===== config.mk =====
export PLATFORM = sky130hd
export DESIGN_NAME = weight_load_ctrl_flat
export DESIGN_NICKNAME = d
export VERILOG_FILES = /design/src/rtl/weight_load_ctrl_pkg.sv /design/src/rtl/weight_load_ctrl_if.sv /design/src/rtl/weight_load_ctrl.sv /design/src/flat_wrapper.sv
export SDC_FILE = /design/constraint.sdc
export NUM_CORES = 1
export LEC_CHECK = 0
export ABC_CLOCK_PERIOD_IN_PS = 10700
export CORE_MARGIN = 1.5
export CORE_UTILIZATION = 55
export DETAILED_ROUTE_END_ITERATION = 8
export PLACE_DENSITY = 0.87
export SETUP_SLACK_MARGIN = 0.05
export SLEW_MARGIN = 20
export SYNTH_ARGS = -nofsm -noshare
export SYNTH_HDL_FRONTEND = slang
export SYNTH_SLANG_ARGS = --single-unit

===== constraint.sdc =====
create_clock -name clk -period 10.7 [get_ports clk]
set_input_delay 2.14 -clock clk [delete_from_list [all_inputs] [get_ports clk]]
set_output_delay 2.14 -clock clk [all_outputs]
set_load 0.02 [all_outputs]

===== src/rtl/weight_load_ctrl_pkg.sv =====
// Shared configuration for the weight load controller: widths and FSM state type.
package weight_load_ctrl_pkg;

  localparam int WL_SYS_COLS       = 3;
  localparam int WL_W_BUFFER_DEPTH = 16;
  localparam int WL_ROW_W          = $clog2(WL_W_BUFFER_DEPTH + 1);
  localparam int WL_TILE_W         = 8;

  typedef enum logic [2:0] {
    WL_IDLE,
    WL_WAIT_RDY,
    WL_READ,
    WL_DRAIN,
    WL_FIN
  } wl_state_t;

endpackage


===== src/rtl/weight_load_ctrl_if.sv =====
// Scheduler/array-facing bundle of the weight load controller.
interface weight_load_ctrl_if
  import weight_load_ctrl_pkg::*;
#(
  parameter int ROW_W  = WL_ROW_W,
  parameter int TILE_W = WL_TILE_W
);

  logic              start;
  logic [ROW_W-1:0]  num_rows;
  logic [TILE_W-1:0] num_tiles;
  logic              array_ready;
  logic              read;
  logic              busy;
  logic              tile_done;
  logic              done;
  logic              err;
  logic [TILE_W-1:0] tile_idx;

  modport master (
    output start, num_rows, num_tiles, array_ready,
    input  read, busy, tile_done, done, err, tile_idx
  );

  modport slave (
    input  start, num_rows, num_tiles, array_ready,
    output read, busy, tile_done, done, err, tile_idx
  );

endinterface


===== src/rtl/weight_load_ctrl.sv =====
// Issues per-tile read bursts into the skewed weight buffer and waits out the
// column skew so every column holds the tile before tile_done is raised.
module weight_load_ctrl
  import weight_load_ctrl_pkg::*;
#(
  parameter int COLS   = WL_SYS_COLS,
  parameter int DEPTH  = WL_W_BUFFER_DEPTH,
  parameter int ROW_W  = $clog2(DEPTH + 1),
  parameter int TILE_W = WL_TILE_W
) (
  input  logic clk,
  input  logic rst,
  weight_load_ctrl_if.slave bus
);

  localparam int DW = $clog2(COLS + 1);
  localparam int PW = ROW_W + TILE_W;

  wl_state_t         state;
  wl_state_t         state_next;
  logic [ROW_W-1:0]  rows_q;
  logic [TILE_W-1:0] tiles_q;
  logic [ROW_W-1:0]  row_cnt;
  logic [DW-1:0]     drain_cnt;
  logic [TILE_W-1:0] tile_idx;
  logic              err;

  logic [PW-1:0]     prod;
  logic              too_big;
  logic              empty_job;
  logic              more_tiles;
  logic              last_row;
  logic              last_drain;
  logic              read;
  logic              busy;
  logic              tile_done;
  logic              done;

  // The size check uses the full-width product so an oversized job can never alias to a small one.
  assign prod       = PW'(bus.num_rows) * PW'(bus.num_tiles);
  assign too_big    = prod > PW'(DEPTH);
  assign empty_job  = (bus.num_rows == '0) || (bus.num_tiles == '0);
  assign more_tiles = ({1'b0, tile_idx} + 1'b1) < {1'b0, tiles_q};

  // State register; reset wins over everything, including an in-flight burst.
  always_ff @(posedge clk) begin
    if (rst) state <= WL_IDLE;
    else     state <= state_next;
  end

  // Next-state decode and Moore-style outputs straight from the state and counters.
  always_comb begin
    state_next = state;
    read       = 1'b0;
    busy       = 1'b1;
    tile_done  = 1'b0;
    done       = 1'b0;
    last_row   = 1'b0;
    last_drain = 1'b0;
    case (state)
      WL_IDLE: begin
        busy = 1'b0;
        if (bus.start) begin
          if (too_big || empty_job) state_next = WL_FIN;
          else                      state_next = WL_WAIT_RDY;
        end
      end
      WL_WAIT_RDY: begin
        if (bus.array_ready) state_next = WL_READ;
      end
      WL_READ: begin
        read = 1'b1;
        if (row_cnt == rows_q - ROW_W'(1)) begin
          last_row   = 1'b1;
          state_next = WL_DRAIN;
        end
      end
      WL_DRAIN: begin
        if (drain_cnt == DW'(1)) begin
          last_drain = 1'b1;
          tile_done  = 1'b1;
          state_next = more_tiles ? WL_WAIT_RDY : WL_FIN;
        end
      end
      WL_FIN: begin
        busy       = 1'b0;
        done       = 1'b1;
        state_next = WL_IDLE;
      end
      default: state_next = WL_IDLE;
    endcase
  end

  // Job latches, row/drain/tile counters and the sticky error flag.
  always_ff @(posedge clk) begin
    if (rst) begin
      rows_q    <= '0;
      tiles_q   <= '0;
      row_cnt   <= '0;
      drain_cnt <= '0;
      tile_idx  <= '0;
      err       <= 1'b0;
    end else begin
      case (state)
        WL_IDLE: begin
          if (bus.start) begin
            rows_q   <= bus.num_rows;
            tiles_q  <= bus.num_tiles;
            err      <= too_big;
            row_cnt  <= '0;
            tile_idx <= '0;
          end
        end
        WL_READ: begin
          if (last_row) begin
            row_cnt   <= '0;
            drain_cnt <= DW'(COLS);
          end else begin
            row_cnt <= row_cnt + ROW_W'(1);
          end
        end
        WL_DRAIN: begin
          drain_cnt <= drain_cnt - DW'(1);
          if (last_drain) begin
            if (more_tiles) tile_idx <= tile_idx + TILE_W'(1);
            else            tile_idx <= '0;
          end
        end
        WL_FIN: tile_idx <= '0;
        default: ;
      endcase
    end
  end

  assign bus.read      = read;
  assign bus.busy      = busy;
  assign bus.tile_done = tile_done;
  assign bus.done      = done;
  assign bus.err       = err;
  assign bus.tile_idx  = tile_idx;

endmodule


===== src/flat_wrapper.sv =====
// flat-port wrapper written by rule: the top's interface ports become plain ports
module weight_load_ctrl_flat import weight_load_ctrl_pkg::*;
#(
  parameter int COLS   = WL_SYS_COLS,
  parameter int DEPTH  = WL_W_BUFFER_DEPTH,
  parameter int ROW_W  = $clog2(DEPTH + 1),
  parameter int TILE_W = WL_TILE_W
)
  (clk, rst, bus_start, bus_num_rows, bus_num_tiles, bus_array_ready, bus_read, bus_busy, bus_tile_done, bus_done, bus_err, bus_tile_idx);
  weight_load_ctrl_if #(.ROW_W(ROW_W), .TILE_W(TILE_W)) bus_i ();
  input  logic clk;
  input  logic rst;
  input wire logic [$bits(bus_i.start)-1:0] bus_start;
  input wire logic [$bits(bus_i.num_rows)-1:0] bus_num_rows;
  input wire logic [$bits(bus_i.num_tiles)-1:0] bus_num_tiles;
  input wire logic [$bits(bus_i.array_ready)-1:0] bus_array_ready;
  output wire logic [$bits(bus_i.read)-1:0] bus_read;
  output wire logic [$bits(bus_i.busy)-1:0] bus_busy;
  output wire logic [$bits(bus_i.tile_done)-1:0] bus_tile_done;
  output wire logic [$bits(bus_i.done)-1:0] bus_done;
  output wire logic [$bits(bus_i.err)-1:0] bus_err;
  output wire logic [$bits(bus_i.tile_idx)-1:0] bus_tile_idx;
  assign bus_i.start = bus_start;
  assign bus_i.num_rows = bus_num_rows;
  assign bus_i.num_tiles = bus_num_tiles;
  assign bus_i.array_ready = bus_array_ready;
  assign bus_read = bus_i.read;
  assign bus_busy = bus_i.busy;
  assign bus_tile_done = bus_i.tile_done;
  assign bus_done = bus_i.done;
  assign bus_err = bus_i.err;
  assign bus_tile_idx = bus_i.tile_idx;
  weight_load_ctrl #(.COLS(COLS), .DEPTH(DEPTH), .ROW_W(ROW_W), .TILE_W(TILE_W)) u_core (.clk(clk), .rst(rst), .bus(bus_i));
endmodule

==> flow_summary_export.csv, run 1 <==
group,metric,value,unit
logic_synthesis,ys_top_cells_by_area,"dfxtp_1 (20%), ha_1 (13%), fa_1 (11%)",
floorplanning,dieArea,6280,µm²
power_and_ir_drop,peakVddDrop,79.4,µV
finish,syn_to_final_growth,12.7,%
floorplanning,start_util,57.4,%
logic_synthesis,synth_top_area_share,20.0,%
timing,setup_violations,0,
finish,finalNonFillerCells,488,
clock_tree,worstSkewPairLatency,0.28,ns
logic_synthesis,synth.net_count,462,
timing,final.min_clock_period,6.42,ns
global_route,grt_antenna_before_repair,0,
global_route,grt_usage,23.8,%
finish,fin_nets,483,
clock_tree,cts-buffers-inserted,5,
floorplanning,row_count,27,
finish,layout-drive-gt1-share,5.29,%
placement,dpl.cell_count,481,
power_and_ir_drop,power_density,117,nW/µm²
floorplanning,die_h,79.3,µm
timing,rsz0062_at_grt,"no",
timing,relSlewSlack,36.6,%
logic_synthesis,ys_seq_elements,32,
clock_tree,tritoncts,"built",
setup_path,required,10.82,ns
logic_synthesis,synth_top_area_cell,"dfxtp_1",
logic_synthesis,ys_seq_area_share,20.0,%
placement,dpl.hpwl,5350,µm
placement,io_buffers,29,
setup_path,regToRegEndpoint,"u_core.bus.tile_idx[3]",
drt,via_count,2918,
hold_path,hold_class,"register to register",
setup_path,r2r_setup_slack,7.40,ns
floorplanning,die_w,79.3,µm
clock_tree,htree_levels,2,
finish,fin_util,64.7,%
setup_path,startpoint_type,"primary input",
global_route,overflow,0,
logic_synthesis,synth_area,3200,µm²
finish,diodes,0,
timing,tightestPinTransition,0.947,ns
setup_path,cp_max_fo,10,
setup_path,crit_type,"primary input to register",
clock_tree,cts_buffer_depth,2,
drt,ant_nets,0,
timing,whs,0.457,ns
timing,final.setup.tns,0,ns
outcome,outcome,"completed",
clock_tree,post_cts.repair.setup_buffers,0,
drt,routedWlPerCell,14.7,µm
drt,dr.pass1.iters,5,
setup_path,end_kind,"register",
clock_tree,cts.clk_slew.worst_paths,0.06,ns
global_route,grt_max_degree,32,
drt,avgViaCountPerCell,5.98,
timing,fin_crit_sh,60.0,%
power_and_ir_drop,p_leak,1.58,nW
logic_synthesis,synthFlopType,"dfxtp_1",
logic_synthesis,avgSynthCellArea,8.10,µm²
floorplanning,coreArea,5570,µm²
placement,gp_congestion,0.885,
clock_tree,clock-sinks,32,
logic_synthesis,yosys_warnings,0,
setup_path,crit_path_end,"u_core.bus.err",
clock_tree,root_buffer,"clkbuf_8",
flow_run,maxCapViolCount,0,
global_route,grt_pass1_vias,2617,
drt,routed_wl,7160,µm
timing,drv_slew,0,
global_route,grt_pass1_wl,12000,µm
logic_synthesis,yosysUniqueCellTypes,58,
setup_path,reg2regPathDepth,10,
setup_path,crit_start,"bus_num_rows[3]",
floorplanning,pin_count,30,
logic_synthesis,ys_async_sr_fraction,0,%
logic_synthesis,synth_edf_count,0,
timing,max_freq,0.156,GHz
logic_synthesis,netlist_instances,395,
setup_path,r2r-start,"u_core.bus.tile_idx[2]",
clock_tree,cts_resized,0,
setup_path,critPathArrivalTime,6.54,ns
drt,drcViolationCount,0,
timing,hold_viol_final,0,
drt,drt_iter0_drc,240,
clock_tree,hold_buffers,0,
timing,finClkSkew,0.00420,ns
[sequential cells by signal (all words and copies together), names as in the netlist]
signal / count
u_core.bus.tile_idx: 8
u_core.bus.err: 1
u_core.tiles_q: 8
u_core.state: 3
u_core.rows_q: 5
u_core.row_cnt: 5
u_core.drain_cnt: 2
[through the flow]
step	total power [mW]	setup slack (ns)	instance area [µm²]
floorplan	0.280	4.76	3200
global placement	0.314	4.11	3510
detailed placement	0.319	4.00	3510
CTS	0.420	4.30	3610
global route	0.449	3.98	3600
finish	0.421	4.28	3600
[layout by cell type, fill, tap and decap left out, types with 4 or more instances in the layout]
cell,n
fa_1,18
xor2_1,8
nand2b_1,8
o21a_1,6
and2_1,27
nand2_1,50
a211oi_1,4
a22oi_1,4
nor2_1,27
xnor2_1,4
a311oi_1,8
clkbuf_8,7
nand3_1,9
o21ai_0,13
clkdlybuf4s50_1,28
dfxtp_1,32
a21oi_1,28
ha_1,32
inv_1,39
[metal layers]
layer | global-route usage, % | share of wire [%] | vias to the layer above
met1 | 33.2 | 46 | 1390
met5 | 0 | 0 | -
met3 | 5.17 | 5.7 | 10
met4 | 4.21 | 1.0 | 0
li1 | - | - | 1418
met2 | 38.0 | 47 | 100
[kinds of logic (layout without fill, tap and decap cells)]
logic type	after synthesis	after routing	synth area share [%]
adders and majority gates	50	50	23.8
muxes	3	3	0.939
and+or+nand+nor	149	149	24.1
DFF	32	32	20.0
AOI/OAI and AO/OA	95	95	21.2
xor gates and xnor gates	12	12	3.29
buffers and inverters	54	75	6.61
[worst min path at each step]
stage	from	end	slack, ns	cells past startpoint
floorplan	u_core.tiles_q[1]	u_core.tiles_q[1]	0.44	2
global placement	u_core.tiles_q[7]	u_core.tiles_q[7]	0.45	2
detailed placement	u_core.tiles_q[4]	u_core.tiles_q[4]	0.45	2
CTS	u_core.tiles_q[4]	u_core.tiles_q[4]	0.46	2
global route	u_core.tiles_q[4]	u_core.tiles_q[4]	0.48	2
finish	u_core.tiles_q[6]	u_core.tiles_q[6]	0.46	2
[cell type report]
type	instances	area, µm²
clock buffer	7	96.3
fill	460	1970
inverter	39	146
multi-input combinational	309	2350
sequential	32	641
tap	72	90.1
timing repair buffer	29	285
[Yosys cell counts (4+ instances only)]
cell type,number
nand2_1,50
inv_1,39
dfxtp_1,32
ha_1,32
a21oi_1,28
and2_1,27
nor2_1,27
fa_1,18
clkbuf_1,13
o21ai_0,13
nand3_1,9
a311oi_1,8
nand2b_1,8
xor2_1,8
o21a_1,6
a211oi_1,4
a22oi_1,4
xnor2_1,4
[power breakdown]
group          internal, mW  switching [mW]  leakage [nW]  total, mW
Combinational        0.0811           0.114          1.27      0.195
Sequential            0.123         0.00313         0.260      0.126
Clock                0.0572          0.0425        0.0503     0.0997
Total                 0.261           0.159          1.58      0.421
[worst max-delay path: stages]
cell and delay, ns:
clkdlybuf4s50_1 0.68, and2_1 0.21, fa_1 0.45, fa_1 0.54, inv_1 0.05, fa_1 0.52
inv_1 0.04, ha_1 0.35, o21ai_0 0.31, o21bai_1 0.13, a2111o_1 0.41, a32o_1 0.25
nor4_1 0.33, a211oi_1 0.12
Note: power is estimated with default switching activity, not from simulation.
==> inputs of run 2 (changes only) <==
- ABC_CLOCK_PERIOD_IN_PS: 10700 -> 5300
- CORE_UTILIZATION: 55 -> 53
- PLACE_DENSITY: 0.87 -> 0.88
- clock period: 10.7 -> 5.3 ns (I/O delays scaled with it)
==> flow_summary_export.csv, run 2 (synthesized netlist as in run 1, its figures left out) <==
group,metric,value,unit
hold_path,hold_class,"register to register",
floorplanning,die_h,80.7,µm
timing,relSlewSlack,31.2,%
hold_path,whs_endpoint,"u_core.tiles_q[7]",
finish,diodes,0,
timing,layout_setup_ws,0.174,ns
floorplanning,dieArea,6510,µm²
clock_tree,tritoncts,"built",
placement,pre_cts_slack,-0.143,ns
global_route,grt_pass1_wl,13200,µm
timing,setup_violations,0,
setup_path,cpMostUsedCell,"fa_1",
floorplanning,pin_count,30,
finish,syn_to_final_growth,20.7,%
setup_path,slowest_delay,0.57,ns
placement,io_buffers,29,
setup_path,startpoint_type,"primary input",
setup_path,required,5.48,ns
finish,num-fill-cells,464,
floorplanning,die_w,80.7,µm
clock_tree,clock-sinks,32,
placement,dpl.hpwl,6170,µm
placement,dpl.cell_count,515,
setup_path,r2r_setup_slack,2.10,ns
setup_path,regToRegEndpoint,"u_core.bus.tile_idx[2]",
setup_path,critPathSlowestCell,"clkdlybuf4s50_1",
drt,routedWlPerCell,15.1,µm
drt,drt_iter0_drc,212,
setup_path,r2r-start,"u_core.bus.tile_idx[2]",
clock_tree,cts.clk_slew.worst_paths,0.07,ns
timing,rsz0062_at_grt,"yes",
setup_path,critPathArrivalTime,5.30,ns
global_route,grt_pass1_vias,3053,
global_route,grt_max_degree,32,
placement,gp_congestion,0.961,
timing,final.min_clock_period,5.13,ns
drt,routed_wl,7890,µm
setup_path,crit_type,"primary input to register",
finish,finalNonFillerCells,522,
drt,avgViaCountPerCell,5.89,
setup_path,path_cells,"clkdlybuf4s50_1 -> nand2_1 -> fa_1 -> fa_1 -> fa_1 -> inv_1 -> ha_1 -> and3_4 -> or4_4 -> a2111oi_4 -> o2111ai_2 -> nor3_2 -> o21ai_1",
timing,max_freq,0.195,GHz
drt,via_count,3073,
hold_path,hp-start,"u_core.tiles_q[7]",
finish,reg_top3,"u_core.bus.tile_idx (8), u_core.tiles_q (8)",
drt,dr.pass1.iters,6,
finish,layout_commonest_cell,"nand2_1",
hold_path,hold_path_depth,2,
flow_run,maxCapViolCount,0,
setup_path,reg2regPathDepth,10,
global_route,grt_usage,25.7,%
setup_path,end_kind,"register",
global_route,overflow,0,
timing,drv_slew,0,
finish,final_cell_mix,"nand2_1 (50), inv_1 (39), dfxtp_1 (32)",
clock_tree,cts-buffers-inserted,5,
timing,fin_crit_sh,96.7,%
finish,fin_nets,514,
timing,tightestPinTransition,1.03,ns
drt,drcViolationCount,0,
clock_tree,worstSkewPairLatency,0.29,ns
outcome,outcome,"completed",
finish,layout-drive-gt1-share,12.5,%
clock_tree,root_buffer,"clkbuf_8",
power_and_ir_drop,p_leak,1.76,nW
global_route,grt_antenna_before_repair,0,
clock_tree,htree_levels,2,
setup_path,cp_max_fo,5,
power_and_ir_drop,power_density,240,nW/µm²
timing,hold_viol_final,0,
floorplanning,coreArea,5890,µm²
power_and_ir_drop,peakVddDrop,108,µV
clock_tree,post_cts.repair.setup_buffers,0,
floorplanning,row_count,28,
floorplanning,start_util,54.3,%
clock_tree,cts_buffer_depth,2,
drt,ant_nets,0,
timing,finClkSkew,0.00331,ns
run 2: power by group:
group	total, mW	switching [mW]	internal [mW]
Clock	0.181	0.0917	0.0892
Sequential	0.255	0.00662	0.248
Combinational	0.490	0.262	0.229
run 2: cell type report:
type / instances / area [µm²] / share of cell area (%)
multi-input cells: 309 / 2370 / 61.5
repair buffers: 60 / 528 / 13.7
flip-flops and latches: 32 / 641 / 16.6
clock inverters: 1 / 5.00 / 0.130
clock buffers: 6 / 72.6 / 1.88
well taps: 75 / 93.8 / 2.43
inverters: 39 / 146 / 3.79
run 2: per-layer routing:
layer	wire length [µm]	vias to the layer above	track usage [%]
li1	-	1485	-
met1	3420	1474	31.5
met2	3900	100	45.8
met3	469	14	4.89
met4	98	0	6.90
met5	0	-	0
run 2: how the worst max path moves through the flow:
stage,startpoint,end,slack (ns),depth (start not counted)
final,bus_num_tiles[2],u_core.state[2],0.17,13
after global routing,bus_num_tiles[2],u_core.state[2],0.02,15
after CTS,bus_num_rows[4],u_core.state[2],0.13,15
after detailed placement,bus_num_rows[4],u_core.state[0],-0.14,15
after global placement,bus_num_rows[4],u_core.state[2],-0.08,15
after floorplan,bus_num_rows[4],u_core.state[2],0.44,13
run 2: worst max-delay path: cells and delay by family:
family / cells / cell delay (ns)
buffers and inverters: 2 / 0.61
adder cells (fa/ha/maj): 4 / 1.90
AO/OA/AOI/OAI: 3 / 0.66
AND/OR/NAND/NOR: 4 / 1.06
run 2: timing repair:
item / in CTS / in global routing
endpoints found under the hold margin: 0 / 0
setup endpoints to repair: 0 / 3
gates resized for setup: 0 / 10
hold buffers: 0 / 0
run 2: metrics by stage:
stage                     total power, mW  area [µm²]  setup TNS [ns]  util (%)  hold slack, ns
final                               0.926        3860               0      65.6           0.456
after global routing                0.989        3860               0      65.6           0.473
after CTS                           0.905        3830               0      65.0           0.459
after detailed placement            0.727        3750          -0.411      63.7           0.450
after global placement              0.710        3750          -0.207      63.7           0.447
after floorplan                     0.566        3200               0         -           0.436
==> inputs of run 3 (changes only) <==
- CORE_UTILIZATION: 53 -> 50
- PLACE_DENSITY: 0.88 -> 0.84
- SKIP_LAST_GASP: default -> 1
==> flow_summary_export.csv, run 3 (synthesized netlist as in run 1, its figures left out) <==
group,metric,value,unit
outcome,outcome,"completed",
clock_tree,clock-sinks,32,
finish,multiInputGateArea,2370,µm²
timing,drv_slew,0,
placement,gp_congestion,0.911,
drt,via_count,3015,
finish,layout_commonest_cell,"nand2_1",
floorplanning,die_w,83.0,µm
finish,seqCellArea,641,µm²
power_and_ir_drop,p_leak,1.76,nW
finish,fin_nets,510,
timing,rsz0062_at_grt,"no",
timing,fin_crit_sh,95.5,%
floorplanning,coreArea,6060,µm²
timing,hold_viol_final,0,
timing,tightestPinTransition,0.971,ns
global_route,grt_usage,23.4,%
clock_tree,cts_resized,0,
global_route,overflow,0,
flow_run,maxCapViolCount,0,
clock_tree,post_cts.repair.setup_buffers,0,
global_route,grt_pass1_wl,13500,µm
hold_path,hold_class,"register to register",
power_and_ir_drop,peakVddDrop,124,µV
clock_tree,cts_buffer_depth,2,
floorplanning,pin_count,30,
finish,fin_util,63.5,%
finish,num-fill-cells,520,
clock_tree,htree_levels,2,
placement,dpl-instance-area,3720,µm²
hold_path,whs_endpoint,"u_core.tiles_q[0]",
timing,finClkSkew,0.00438,ns
power_and_ir_drop,power.total,0.919,mW
setup_path,end_kind,"register",
timing,final.setup.tns,0,ns
clock_tree,worstSkewPairLatency,0.29,ns
floorplanning,row_count,28,
placement,dpl.hpwl,6110,µm
placement,pre_cts_slack,-0.210,ns
timing,max_freq,0.198,GHz
placement,io_buffers,29,
clock_tree,tritoncts,"built",
timing,whs,0.461,ns
floorplanning,dieArea,6880,µm²
finish,final_cell_mix,"nand2_1 (50), inv_1 (39), dfxtp_1 (32)",
timing,setup_violations,0,
floorplanning,start_util,52.8,%
drt,routed_wl,7820,µm
clock_tree,hold_buffers,0,
setup_path,r2r-start,"u_core.bus.tile_idx[0]",
drt,drt_iter0_drc,162,
finish,layout-drive-gt1-share,11.7,%
setup_path,startpoint_type,"primary input",
finish,finish.instance_area,3850,µm²
finish,reg_top3,"u_core.bus.tile_idx (8), u_core.tiles_q (8)",
global_route,grt_pass1_vias,2950,
setup_path,regToRegEndpoint,"u_core.bus.tile_idx[6]",
timing,relSlewSlack,35.0,%
drt,ant_nets,0,
placement,dpl.cell_count,511,
hold_path,hold_path_depth,2,
clock_tree,cts.clk_slew.worst_paths,0.06,ns
hold_path,hp-start,"u_core.tiles_q[0]",
setup_path,reg2regPathDepth,10,
setup_path,required,5.53,ns
setup_path,cp_max_fo,5,
setup_path,critPathArrivalTime,5.29,ns
drt,avgViaCountPerCell,5.81,
floorplanning,die_h,83.0,µm
global_route,grt_antenna_before_repair,0,
clock_tree,cts-buffers-inserted,5,
timing,layout_setup_ws,0.240,ns
power_and_ir_drop,power_density,239,nW/µm²
drt,dr.pass1.iters,4,
drt,routedWlPerCell,15.1,µm
finish,syn_to_final_growth,20.3,%
global_route,grt_max_degree,32,
clock_tree,root_buffer,"clkbuf_8",
finish,finalNonFillerCells,519,
setup_path,crit_type,"primary input to register",
timing,final.min_clock_period,5.06,ns
setup_path,r2r_setup_slack,2.10,ns
finish,diodes,0,
drt,drcViolationCount,0,
[run 3: per-layer routing]
| layer | vias up | share of wire (%) | track usage (%) |
|---|---|---|---|
| li1 | 1477 | - | - |
| met1 | 1454 | 47 | 32.2 |
| met2 | 77 | 47 | 38.9 |
| met3 | 7 | 5.1 | 3.58 |
| met4 | 0 | 0.87 | 5.61 |
| met5 | - | 0 | 0 |
[run 3: power breakdown]
part	leakage (nW)	switching (mW)	internal (mW)	total, mW
Clock	0.0455	0.0887	0.106	0.195
Combinational	1.46	0.257	0.213	0.470
Sequential	0.260	0.00648	0.248	0.255
Total	1.76	0.352	0.568	0.919
[run 3: layout make-up]
| cell class | instances | area share [%] |
|---|---|---|
| multi-input combinational | 309 | 61.7 |
| sequential | 32 | 16.7 |
| timing repair buffer | 56 | 13.1 |
| inverter | 39 | 3.81 |
| tap | 75 | 2.44 |
| clock buffer | 8 | 2.34 |
[run 3: how the worst max path moves through the flow]
stage / end / start / cells past startpoint / slack, ns
after detailed placement: u_core.state[2] / bus_num_rows[4] / 15 / -0.21
after CTS: u_core.bus.err / bus_num_rows[4] / 14 / 0.10
after global placement: u_core.bus.err / bus_num_rows[2] / 14 / -0.14
final: u_core.state[0] / bus_num_tiles[0] / 13 / 0.24
after global routing: u_core.state[0] / bus_num_tiles[5] / 16 / 0.03
after floorplan: u_core.state[2] / bus_num_rows[4] / 13 / 0.44
[run 3: worst max-delay path, stage by stage]
cell	delay, ns
clkdlybuf4s50_1	0.51
nand2_1	0.09
fa_1	0.51
fa_1	0.52
fa_1	0.55
inv_1	0.05
ha_1	0.35
and3_4	0.18
or4_4	0.52
a2111oi_4	0.35
o2111ai_2	0.21
nor3_4	0.24
o211a_1	0.15
